**config.mk**
```make
export PLATFORM = sky130hd
export DESIGN_NAME = fetch_queue_unit
export DESIGN_NICKNAME = d
export VERILOG_FILES = /design/src/rtl/fetch_queue_unit.sv
export SDC_FILE = /design/constraint.sdc
export NUM_CORES = 1
export LEC_CHECK = 0
export CORE_ASPECT_RATIO = 1.25
export CORE_MARGIN = 4
export CORE_UTILIZATION = 35
export DETAILED_ROUTE_END_ITERATION = 12
export GPL_ROUTABILITY_DRIVEN = 0
export PLACE_DENSITY = 0.6
export SKIP_CTS_REPAIR_TIMING = 1
export SLEW_MARGIN = 20
export SYNTH_ARGS = -nofsm -noshare
export SYNTH_HDL_FRONTEND = slang
export SYNTH_SLANG_ARGS = --single-unit
export TNS_END_PERCENT = 1
```
**constraint.sdc**
```tcl
create_clock -name CLK -period 9.9 [get_ports CLK]
set_input_delay 1.98 -clock CLK [delete_from_list [all_inputs] [get_ports CLK]]
set_output_delay 1.98 -clock CLK [all_outputs]
set_load 0.02 [all_outputs]
```
**src/rtl/fetch_queue_unit.sv**
```systemverilog
// -----------------------------------------------------------------------------
// fetch_queue_unit
//
// Instruction-fetch front end for the pipelined RV32 core. Prefetches
// sequential instructions over the busywait instruction-memory protocol into a
// DEPTH-entry queue, which decode consumes with a valid/ready handshake. A
// taken branch/jump from EX flushes the queue and any in-flight fetch.
//
// Parameters
//   XLEN          address / instruction width
//   DEPTH         queue entries (power of two, >= 2)
//   RESET_VECTOR  first fetch address after reset
//
// Ports
//   CLK                  in   clock, all state updates on posedge
//   RESET                in   synchronous, active-low reset
//   INSTR_MEM_READ       out  fetch request
//   INSTR_MEM_ADDR       out  fetch address (stable while BUSYWAIT=1)
//   INSTR_MEM_READ_DATA  in   fetched word, valid when READ=1 && BUSYWAIT=0
//   INSTR_MEM_BUSYWAIT   in   memory not ready
//   REDIRECT             in   branch/jump taken
//   REDIRECT_TARGET      in   new PC
//   ID_READY             in   decode accepts the head entry
//   FETCH_VALID          out  head entry valid
//   FETCH_PC             out  PC of head entry
//   FETCH_INSTRUCTION    out  instruction of head entry
//   QUEUE_COUNT          out  occupied entries
//
// Optional feature (macro FETCH_PERF_COUNTERS_EN):
//   FETCH_BUSY_CYCLES    out  cycles with READ=1 && BUSYWAIT=1 (saturating)
//   FETCH_FLUSH_COUNT    out  REDIRECT cycles (saturating)
// -----------------------------------------------------------------------------
module fetch_queue_unit #(
  parameter int unsigned     XLEN         = 32,
  parameter int unsigned     DEPTH        = 4,
  parameter logic [XLEN-1:0] RESET_VECTOR = '0
) (
  input  logic                     CLK,
  input  logic                     RESET,
  output logic                     INSTR_MEM_READ,
  output logic [XLEN-1:0]          INSTR_MEM_ADDR,
  input  logic [XLEN-1:0]          INSTR_MEM_READ_DATA,
  input  logic                     INSTR_MEM_BUSYWAIT,
  input  logic                     REDIRECT,
  input  logic [XLEN-1:0]          REDIRECT_TARGET,
  input  logic                     ID_READY,
  output logic                     FETCH_VALID,
  output logic [XLEN-1:0]          FETCH_PC,
  output logic [XLEN-1:0]          FETCH_INSTRUCTION,
  output logic [$clog2(DEPTH):0]   QUEUE_COUNT
`ifdef FETCH_PERF_COUNTERS_EN
  ,
  output logic [31:0]              FETCH_BUSY_CYCLES,
  output logic [15:0]              FETCH_FLUSH_COUNT
`endif
);

  localparam int unsigned PTR_W = $clog2(DEPTH);
  localparam int unsigned CNT_W = PTR_W + 1;

  // FETCH: normal prefetching. DISCARD: a request was in flight when a
  // redirect arrived; wait for it to complete and drop the returned word.
  typedef enum logic {
    ST_FETCH   = 1'b0,
    ST_DISCARD = 1'b1
  } state_e;

  state_e            state_q, state_d;
  logic [XLEN-1:0]   fetch_pc_q, fetch_pc_d;
  logic [XLEN-1:0]   pending_pc_q, pending_pc_d;
  logic [PTR_W-1:0]  rd_ptr_q, rd_ptr_d;
  logic [PTR_W-1:0]  wr_ptr_q, wr_ptr_d;
  logic [CNT_W-1:0]  count_q, count_d;

  logic [XLEN-1:0]   pc_mem_q    [DEPTH];
  logic [XLEN-1:0]   instr_mem_q [DEPTH];

  logic queue_full;
  logic queue_empty;
  logic req;
  logic accept;
  logic push;
  logic pop;

  // ---------------------------------------------------------------------------
  // Handshake decode
  // ---------------------------------------------------------------------------
  assign queue_full  = (count_q == CNT_W'(DEPTH));
  assign queue_empty = (count_q == '0);

  // RESET gates the request combinationally so READ drops in the very cycle
  // reset is asserted, not one edge later.
  assign req = RESET && (((state_q == ST_FETCH) && !queue_full) ||
                         (state_q == ST_DISCARD));

  assign accept = req && !INSTR_MEM_BUSYWAIT;

  // A redirect cycle discards both the push and the pop: the queue is flushed.
  assign push = accept && (state_q == ST_FETCH) && !REDIRECT;
  assign pop  = !queue_empty && ID_READY && !REDIRECT;

  // ---------------------------------------------------------------------------
  // Control: fetch PC, pending redirect target, state
  // ---------------------------------------------------------------------------
  // NOTE: every signal written here gets its default first, so no path can
  // leave it unassigned and infer a latch.
  always_comb begin
    state_d      = state_q;
    fetch_pc_d   = fetch_pc_q;
    pending_pc_d = pending_pc_q;

    case (state_q)
      ST_FETCH: begin
        if (REDIRECT) begin
          if (req && INSTR_MEM_BUSYWAIT) begin
            // The address must stay stable until memory answers, so park the
            // target and throw away the in-flight word when it arrives.
            pending_pc_d = REDIRECT_TARGET;
            state_d      = ST_DISCARD;
          end else begin
            fetch_pc_d = REDIRECT_TARGET;
          end
        end else if (accept) begin
          fetch_pc_d = fetch_pc_q + XLEN'(4);
        end
      end

      ST_DISCARD: begin
        if (REDIRECT) begin
          pending_pc_d = REDIRECT_TARGET;
        end
        if (accept) begin
          // A redirect in the exit cycle is newer than the parked target.
          fetch_pc_d = REDIRECT ? REDIRECT_TARGET : pending_pc_q;
          state_d    = ST_FETCH;
        end
      end

      default: begin
        state_d = ST_FETCH;
      end
    endcase
  end

  // ---------------------------------------------------------------------------
  // Queue pointers and occupancy
  // ---------------------------------------------------------------------------
  always_comb begin
    rd_ptr_d = rd_ptr_q;
    wr_ptr_d = wr_ptr_q;
    count_d  = count_q;

    if (REDIRECT) begin
      rd_ptr_d = wr_ptr_q;
      count_d  = '0;
    end else begin
      // DEPTH is a power of two, so pointers wrap by natural overflow.
      if (push) begin
        wr_ptr_d = wr_ptr_q + PTR_W'(1);
      end
      if (pop) begin
        rd_ptr_d = rd_ptr_q + PTR_W'(1);
      end
      case ({push, pop})
        2'b10:   count_d = count_q + CNT_W'(1);
        2'b01:   count_d = count_q - CNT_W'(1);
        default: count_d = count_q;
      endcase
    end
  end

  // ---------------------------------------------------------------------------
  // State registers
  // ---------------------------------------------------------------------------
  // NOTE: sequential state uses non-blocking assignments so every register
  // samples the pre-edge values, independent of statement order.
  always_ff @(posedge CLK) begin
    if (!RESET) begin
      state_q      <= ST_FETCH;
      fetch_pc_q   <= RESET_VECTOR;
      pending_pc_q <= RESET_VECTOR;
      rd_ptr_q     <= '0;
      wr_ptr_q     <= '0;
      count_q      <= '0;
    end else begin
      state_q      <= state_d;
      fetch_pc_q   <= fetch_pc_d;
      pending_pc_q <= pending_pc_d;
      rd_ptr_q     <= rd_ptr_d;
      wr_ptr_q     <= wr_ptr_d;
      count_q      <= count_d;
    end
  end

  // NOTE: the storage array is cleared on reset so the head outputs read 0
  // rather than stale data; this keeps it out of plain RAM macros, which is
  // acceptable for a handful of entries.
  always_ff @(posedge CLK) begin
    if (!RESET) begin
      for (int i = 0; i < int'(DEPTH); i++) begin
        pc_mem_q[i]    <= '0;
        instr_mem_q[i] <= '0;
      end
    end else if (push) begin
      pc_mem_q[wr_ptr_q]    <= fetch_pc_q;
      instr_mem_q[wr_ptr_q] <= INSTR_MEM_READ_DATA;
    end
  end

  // ---------------------------------------------------------------------------
  // Outputs
  // ---------------------------------------------------------------------------
  assign INSTR_MEM_READ    = req;
  assign INSTR_MEM_ADDR    = fetch_pc_q;
  assign FETCH_VALID       = !queue_empty;
  assign FETCH_PC          = pc_mem_q[rd_ptr_q];
  assign FETCH_INSTRUCTION = instr_mem_q[rd_ptr_q];
  assign QUEUE_COUNT       = count_q;

`ifdef FETCH_PERF_COUNTERS_EN
  // ---------------------------------------------------------------------------
  // Saturating performance counters
  // ---------------------------------------------------------------------------
  logic [31:0] busy_cycles_q;
  logic [15:0] flush_count_q;

  always_ff @(posedge CLK) begin
    if (!RESET) begin
      busy_cycles_q <= '0;
      flush_count_q <= '0;
    end else begin
      if (req && INSTR_MEM_BUSYWAIT && (busy_cycles_q != '1)) begin
        busy_cycles_q <= busy_cycles_q + 32'd1;
      end
      if (REDIRECT && (flush_count_q != '1)) begin
        flush_count_q <= flush_count_q + 16'd1;
      end
    end
  end

  assign FETCH_BUSY_CYCLES = busy_cycles_q;
  assign FETCH_FLUSH_COUNT = flush_count_q;
`endif

endmodule

```
==> Word-level counts from Yosys, hierarchy flattened <==
Memories as Yosys holds them, arrays and structs flattened. A register that Yosys moved wholly into a read port is not among the register bits.
Cells that the tools add are included.
{ "totals": {"word_cells": 76, "n_memories": 2, "ram_bits": 256, "output_inout_bits": 101, "in_bits": 69, "reg_bits": 72} }
{ "memory_table": {"columns": ["name", "depth", "width", "read_ports", "rd_clocked_by_memory_dff", "wr", "line_no", "rtl"], "rows": [
  ["instr_mem_q", 4, 32, 1, 1, 4, "76", "logic [XLEN-1:0] instr_mem_q [DEPTH];"],
  ["pc_mem_q", 4, 32, 1, 1, 4, "75", "logic [XLEN-1:0] pc_mem_q [DEPTH];"]
]} }
{ "op_classes": {"bitwise_logic": 3, "muxes": 30, "n_addsub": 5, "n_eq_ne": 8, "n_reduce_logical": 22} }
{ "ops": {"columns": ["op", "n"], "rows": [
  ["two-way mux 32 bit", 9],
  ["case mux 32 bit (2 select lines)", 2],
  ["OR reduction 32 bit", 2],
  ["adder 32 x 3 -> 32 bit, second input constant", 1],
  ["two-way mux 2 bit", 8],
  ["two-way mux 1 bit", 9],
  ["logical AND 1 bit", 8],
  ["!= test 3 bit, second input constant", 2],
  ["case mux 3 bit (2 select lines)", 1],
  ["adder 2 x 1 -> 2 bit, second input constant", 2],
  ["zero test 1 bit", 4],
  ["!= test 2 x 1 -> 1 bit, second input constant", 2],
  ["AND reduction 2 bit", 2],
  ["nonzero test 2 bit", 2],
  ["adder 3 x 1 -> 3 bit, second input constant", 1],
  ["equality test 3 bit, second input constant", 1],
  ["zero test 3 bit", 1],
  ["NOT 1 bit", 3],
  ["AND reduction 3 bit", 1],
  ["subtractor 3 x 1 -> 3 bit, second input constant", 1],
  ["equality test 2 x 1 -> 1 bit, second input constant", 1],
  ["equality test 2 bit, second input constant", 1],
  ["!= test 2 bit, second input constant", 1],
  ["case mux 1 bit (2 select lines)", 1],
  ["2 further kinds", 2]
]} }

==> Depth between registers and ports, before layout <==
{ "depth": {"ltp_word": 13, "mapped_depth": 12, "mapped_depth_nobuf": 9} }

==> Worst setup path after synthesis <==
Ideal clock, no wire load.
{ "synth_path": {"path_type": "input to register", "startpoint": "input RESET", "endpoint": "memory instr_mem_q[1][0], enable pin", "cell_stages": 5, "setup_slack_ns": 2.285, "t_required_ns": 9.326, "t_arrival_ns": 7.041, "setup_time_ns": 0.574, "n_path_buf": 1, "path_cell_list": "nor2b_1 > and3_1 > buf_6 > nand2_4 > o21ai_0"} }
{ "synth_lines": {"columns": ["element", "line_no", "rtl"], "rows": [
  ["start, declared", "39", "input logic RESET,"],
  ["end, declared", "76", null]
]} }

==> Worst setup path in the final report <==
{ "layout_path": {"startpoint": "input RESET", "endpoint": "output INSTR_MEM_READ"} }
{ "layout_between": {"elab_chain_len": 1} }
{ "layout_rtl": {"columns": ["element", "line_no", "rtl"], "rows": [
  ["logical AND 1 bit", "93", "assign req = RESET && (((state_q == ST_FETCH) && !queue_full) ||"],
  ["end, declared", "40", "output logic INSTR_MEM_READ,"]
]} }
No other way between the ends.

==> run_results.csv <==
group,metric,value,unit
run_status,status,"finished, final reports clean",
global_route,grt_first_pass_wirelength,57700,µm
yosys,synthesis.nets,1243,
pwr,power.density,174,nW/µm²
global_route,use_met3,0.0261,
global_route,grt_overflow,0,
sta,drv_slew,0,
critical_path,crit_path_end_kind,"output port",
detailed_routing,drtIter0Drc,732,
clocking,clock_sinks,330,
critical_path,cp_data_arrival_time,3400,ps
layout,fillers,3885,
layout,multi_input_area,5470,µm²
global_route,grt_max_degree,77,
floorplan,num_rows,84,
sta,whs,450,ps
layout,area_growth,21.3,%
clocking,cts_buffers,37,
sta,setup_tns,0,ps
place,dpl.hpwl,22500,µm
critical_path,path_depth,3,
critical_path,cp_slowest_cell,"clkdlybuf4s50_1",
critical_path,start_kind,"input port",
run,cap_violations,0,
yosys,yosysUniqueCellTypes,65,
global_route,top_usage_layer,"met2",
sta,setup_viol,0,
sta,fin_ws,4520,ps
critical_path,reg2reg_from,"state_q",
critical_path,regToRegSetupSlack,5930,ps
critical_path,cp.required,7920,ps
clocking,clk_path_buf_depth,3,
critical_path,path_delay_family,"buffers and inverters",
critical_path,crit_fanout,35,
global_route,track_usage,0.159,
sta,worstMarginPinSlew,1050,ps
detailed_routing,route.detailed.drc,0,
floorplan,die_width,194,µm
pwr,finalPower,3.18,mW
floorplan,start_util,0.356,
global_route,grt_pass1_vias,9760,
critical_path,worstSetupStartpoint,"RESET",
sta,timing.fmax,186,MHz
critical_path,endpoint,"INSTR_MEM_READ",
yosys,syn_inst,1171,
yosys,seq_area_frac_synth,0.608,
layout,fin_nets,1367,
floorplan,pin_count,170,
clocking,htree_levels,2,
floorplan,die_y,240,µm
detailed_routing,vias,9444,
detailed_routing,routed_wl,37500,µm
yosys,ys_async_sr_fraction,0,
clocking,clock_latency,510,ps
yosys,synthFlopType,"edfxtp_1",
yosys,synth-seq-cells,330,
yosys,avgSynthCellArea,12.9,µm²
global_route,gr-usage-met1,0.205,
detailed_routing,ant_nets,0,
detailed_routing,drt_first_pass_iters,5,
detailed_routing,viasPerCell,5.02,
sta,slew_headroom,0.298,
detailed_routing,wl_per_cell,20.0,µm
global_route,met2_usage,0.281,
place,preCtsSetupSlack,4050,ps
sta,rsz0062_at_grt,"false",
yosys,synth_edf_count,256,
sta,finClkSkew,12.8,ps
sta,hold_viol_final,0,
hold_path,holdCritPathClass,"reg -> reg",
critical_path,cp_num_buf_inv,2,
sta,fin_crit_sh,0.544,
global_route,antenna_found_initial,0,
yosys,synth_area,15100,µm²
pwr,power.leakage,6.37,nW
critical_path,path_cells,"buf_2 > and2_1 > clkdlybuf4s50_1",
yosys,yosysWarnings,0,
pwr,ir_drop,0.121,mV
critical_path,worstReg2RegEnd,"pc_mem_q[2][22]",
clocking,cts_tree,"done",
floorplan,core_area,42400,µm²
place,port_buffers,169,
sta,post-route-min-period,5380,ps
clocking,clk_pin_slew,60,ps
layout,drive_gt1_frac,0.111,
critical_path,slowest_delay,620,ps
critical_path,reg2regPathDepth,7,
clocking,cts-root-buf,"clkbuf_16",
layout,seq_area,9180,µm²
critical_path,crit_type,"in -> out",
floorplan,dieArea,46500,µm²
layout,antenna_cells,0,
cells in the mapped netlist, drive strengths merged, types with 4 or more instances:
| library cell | n | area share |
|---|---|---|
| nand2b | 6 | 0.0025 |
| nor2 | 35 | 0.0087 |
| and2 | 253 | 0.10 |
| mux4 | 64 | 0.096 |
| inv | 12 | 0.0030 |
| nand4 | 7 | 0.0029 |
| nor4 | 7 | 0.0037 |
| a221o | 5 | 0.0033 |
| nor2b | 5 | 0.0021 |
| nor3 | 10 | 0.0037 |
| a21oi | 34 | 0.011 |
| o21a | 4 | 0.0020 |
| xor2 | 4 | 0.0023 |
| dfxtp | 74 | 0.098 |
| nand3 | 17 | 0.0056 |
| a31oi | 11 | 0.0046 |
| o21ai | 35 | 0.012 |
| o22ai | 4 | 0.0017 |
| buf | 35 | 0.016 |
| clkbuf | 60 | 0.015 |
| o211ai | 7 | 0.0035 |
| a21boi | 43 | 0.021 |
| o221a | 4 | 0.0030 |
| edfxtp | 256 | 0.51 |
| or3 | 4 | 0.0017 |
| and3 | 12 | 0.0050 |
| nand2 | 119 | 0.030 |
power breakdown:
group	internal [mW]	switching (mW)	total (mW)
logic	0.129	0.159	0.287
registers	1.55	0.0410	1.59
clock network	0.775	0.527	1.30
total	2.46	0.727	3.18
worst min path at each step:
| stage | from | end | slack, ps | cells past startpoint |
|---|---|---|---|---|
| 4_1_cts | pending_pc_q[14] | pending_pc_q[14] | 450 | 2 |
| 2_1_floorplan | pending_pc_q[14] | pending_pc_q[14] | 430 | 2 |
| 3_5_place_dp | pending_pc_q[14] | pending_pc_q[14] | 440 | 2 |
| 6_report | pending_pc_q[14] | pending_pc_q[14] | 450 | 2 |
| 5_1_grt | pending_pc_q[13] | pending_pc_q[13] | 470 | 2 |
| 3_3_place_gp | pending_pc_q[14] | pending_pc_q[14] | 440 | 2 |
worst min-delay path: stages, from the launching register on:
cell and delay [ps]:
dfxtp_1 300, nand2_1 50, a21boi_1 50
routing by layer:
layer  part of all wire  wire length [µm]  up-vias
li1                   -                 -     4493
met1               0.43             16000     4643
met2               0.50             18900      258
met3              0.047              1770       50
met4              0.021               801        0
met5                  0                 0        -
metrics by stage:
stage	cells	cell area (µm²)	utilization
after CTS	1880	18300	0.432
after floorplan	1171	15100	-
after global placement	1815	17100	0.405
after global routing	1880	18300	0.432
final	1880	18300	0.432
after detailed placement	1815	17100	0.405
final cells by class:
class,count,share of cell area
Timing Repair Buffer,180,0.0964
Clock inverter,13,0.00643
Tap cell,559,0.0382
Sequential cell,330,0.502
Multi-Input combinational cell,734,0.299
Clock buffer,52,0.0560
Inverter,12,0.00246
layout by cell type (no fill, tap or decap), drive strengths merged, types with 5 or more instances in the layout:
cell type / Yosys / final
edfxtp: 256 / 256
and2: 253 / 253
clkdlybuf4s50: 0 / 167
nand2: 119 / 119
dfxtp: 74 / 74
mux4: 64 / 64
clkbuf: 60 / 52
a21boi: 43 / 43
nor2: 35 / 35
o21ai: 35 / 35
a21oi: 34 / 34
nand3: 17 / 17
inv: 12 / 14
buf: 35 / 13
and3: 12 / 12
a31oi: 11 / 11
nor3: 10 / 10
clkinv: 0 / 9
o211ai: 7 / 7
nand4: 7 / 7
nor4: 7 / 7
nand2b: 6 / 6
nor2b: 5 / 5
a221o: 5 / 5
flip-flops by register name, summed over array words and instances (netlist names), named ones only:
signal          count
INSTR_MEM_ADDR     32
pending_pc_q       32
instr_mem_q       128
QUEUE_COUNT         3
state_q             1
rd_ptr_q            2
wr_ptr_q            2
pc_mem_q          128
kinds of logic (layout without fill, tap and decap cells):
logic type,count (synthesis),count (layout),synth area share
adders and majority gates,3,3,0.00299
buffers and inverters,107,257,0.0339
AOI/OAI and AO/OA,169,169,0.0753
xor gates and xnor gates,7,7,0.00407
and+or+nand+nor,488,488,0.178
muxes,67,67,0.0976
DFF,330,330,0.608
(Power assumes the default switching activity.)
==> patch, RTL diff (same flow settings) <==
Build with the macro `FETCH_PERF_COUNTERS_EN` defined.
--- a/src/rtl/fetch_queue_unit.sv
+++ b/src/rtl/fetch_queue_unit.sv
@@ -31,4 +31,6 @@
 //   FETCH_FLUSH_COUNT    out  REDIRECT cycles (saturating)
 // -----------------------------------------------------------------------------
+`define FETCH_PERF_COUNTERS_EN
+
 module fetch_queue_unit #(
   parameter int unsigned     XLEN         = 32,
Check against the original RTL (old outputs only; new: FETCH_BUSY_CYCLES and FETCH_FLUSH_COUNT): same outputs for any inputs over 4 cycles, from zero or initial values and one cycle with RESET low; that may be too few to reach the edited logic, so the function may still have changed.
==> patch against the original RTL <==
Hold slack better by 1.9 ps. Global-route usage increased by 1.5 points. Die area grew 14%. Non-clock buffer count grew 53. Routed wire length up 24%. Fmax decreased by 6.7%. Core utilization grew 0.71 points. Design area up 16%. Combinational power increased by 5%. Synthesized area rose by 14%. Worst setup slack got worse by 390 ps. Power up 13%. Critical path depth is 2 higher. Sequential cell count increased by 48. Largest cell class unchanged.
==> patch: results (changes against the original RTL) <==
metric;value;unit;change
status;finished, final reports clean;;
mux cell area share after synthesis;0.0917;;-0.00588
sequential share of the synthesized area;0.587;;-0.0212
CTS Root Cell;clkbuf_16;;
pre-CTS WS;3680;ps;-369 ps
Hold Path Class;reg -> reg;;
post-synthesis adder-cell area fraction;0.00406;;+0.00107
Regs by FF count;instr_mem_q (128), pc_mem_q (128);;
EDFF count, synth;256;;unchanged
R2R Path Start;state_q$_SDFF_PN0_;;
largest net degree at the start of global routing;66;;-14%
# nets final;1701;;+24%
Async S/R FF share, synth;0;;unchanged
hold depth;2;;unchanged
HPWL after DPL;29000;um;+29%
Synth area leaders;edfxtp_1 (45%), dfxtp_1 (14%), and2_1 (9.0%);;
compound-cell area share of the yosys netlist;0.0775;;+0.00223
Ys Warns;0;;unchanged
capturing point of the worst reg2reg path;pc_mem_q[0][3]$_SDFFCE_PN0P_;;
share of layout cells above drive strength 1;0.103;;-0.00808
worst hold path startpoint;pending_pc_q[6]$_SDFFE_PN0P_;;
CP Data Arrival Time;3790;ps;+390 ps
syn_nets;1528;;+23%
worst skew pair latency;570;ps;+60 ps
Finished Layout Cells;2306;;+23%
drt initial violations;757;;+3.4%
GRT Total Usage;0.174;;+0.0153
Avg Vias per Cell;5.22;;+4.0%
dpl cells;2229;;+23%
hold slack final;452;ps;+1.92 ps
FILL cells;4472;;+15%
initial antenna violation count;10;;+10
Critical Path Fanout Max;40;;+14%
Worst-path clk slew;60;ps;about the same
count of cell types in the netlist;72;;+11%
reg2reg path depth;9;;+2
first-pass GRT wire length;72800;um;+26%
reg2reg setup slack;5310;ps;-620 ps
clock buffer depth;3;;unchanged
Slew headroom;0.296;;-0.00150
Placed Area;20000;um^2;+17%
H-tree Lvls;2;;unchanged
port bufs;217;;+28%
per-cell routed wire length;20.3;um;+1.4%
VDD IR max;0.111;mV;-8.6%
Worst Clk Skew;25.0;ps;+12.2 ps
xor-xnor portion of the synthesized cell area;0.0112;;+0.00710
Final setup violation count;0;;unchanged
drt first pass iters;5;;unchanged
syn_area_per_cell;11.9;um^2;-7.8%
Pleak;7.22;nW;+13%
number of global-route vias before repair;12152;;+25%
CTS Buf Count;40;;+8.1%
synth cell count leaders;edfxtp_1 (256), and2_1 (247), nand2_1 (150);;
WHS Endpoint;pending_pc_q[6]$_SDFFE_PN0P_;;
[patch: routing by layer]
layer / share of wire / GRT usage
met3: 0.081 / 0.0536
met1: 0.42 / 0.228
met5: 0.0015 / 0
met2: 0.48 / 0.285
met4: 0.018 / 0.0392
[patch: worst max-delay path, stage by stage]
cell             delay [ps]
buf_2                    70
buf_4                   440
inv_2                   420
nor2_1                  200
clkdlybuf4s50_1         620
[patch: where the power goes]
group / leakage, nW / switching [W] / internal [W] / total (W)
Sequential: 3.65 / 0.0000430 / 0.00175 / 0.00179
Clock: 0.635 / 0.000632 / 0.000876 / 0.00151
Combinational: 2.94 / 0.000169 / 0.000130 / 0.000300
[patch: cell families after synthesis]
group	count (synthesis)
fa+ha+maj	5
compound gates	224
xor+xnor	22
flops	378
mux	78
simple gates	634
buf+inv	113
[patch: worst max path at each step]
stage / start / endpoint / slack [ps]
after floorplan: REDIRECT / instr_mem_q[1][0]$_SDFFCE_PN0P_ / 1900
after global placement: REDIRECT / instr_mem_q[0][30]$_SDFFCE_PN0P_ / 3680
after detailed placement: REDIRECT / instr_mem_q[0][30]$_SDFFCE_PN0P_ / 3680
after CTS: RESET / INSTR_MEM_READ / 4100
after global routing: RESET / INSTR_MEM_READ / 4000
final: RESET / INSTR_MEM_READ / 4130
[patch: layout make-up]
cell class                      instances  area [um^2]  area share
Antenna cell                            5         12.5    0.000587
Tap cell                              644          806      0.0378
Clock buffer                           59         1130      0.0532
Sequential cell                       378        10100       0.476
Inverter                               11         41.3     0.00194
Clock inverter                         13          166     0.00781
Timing Repair Buffer                  233         2290       0.107
Multi-Input combinational cell        963         6720       0.315
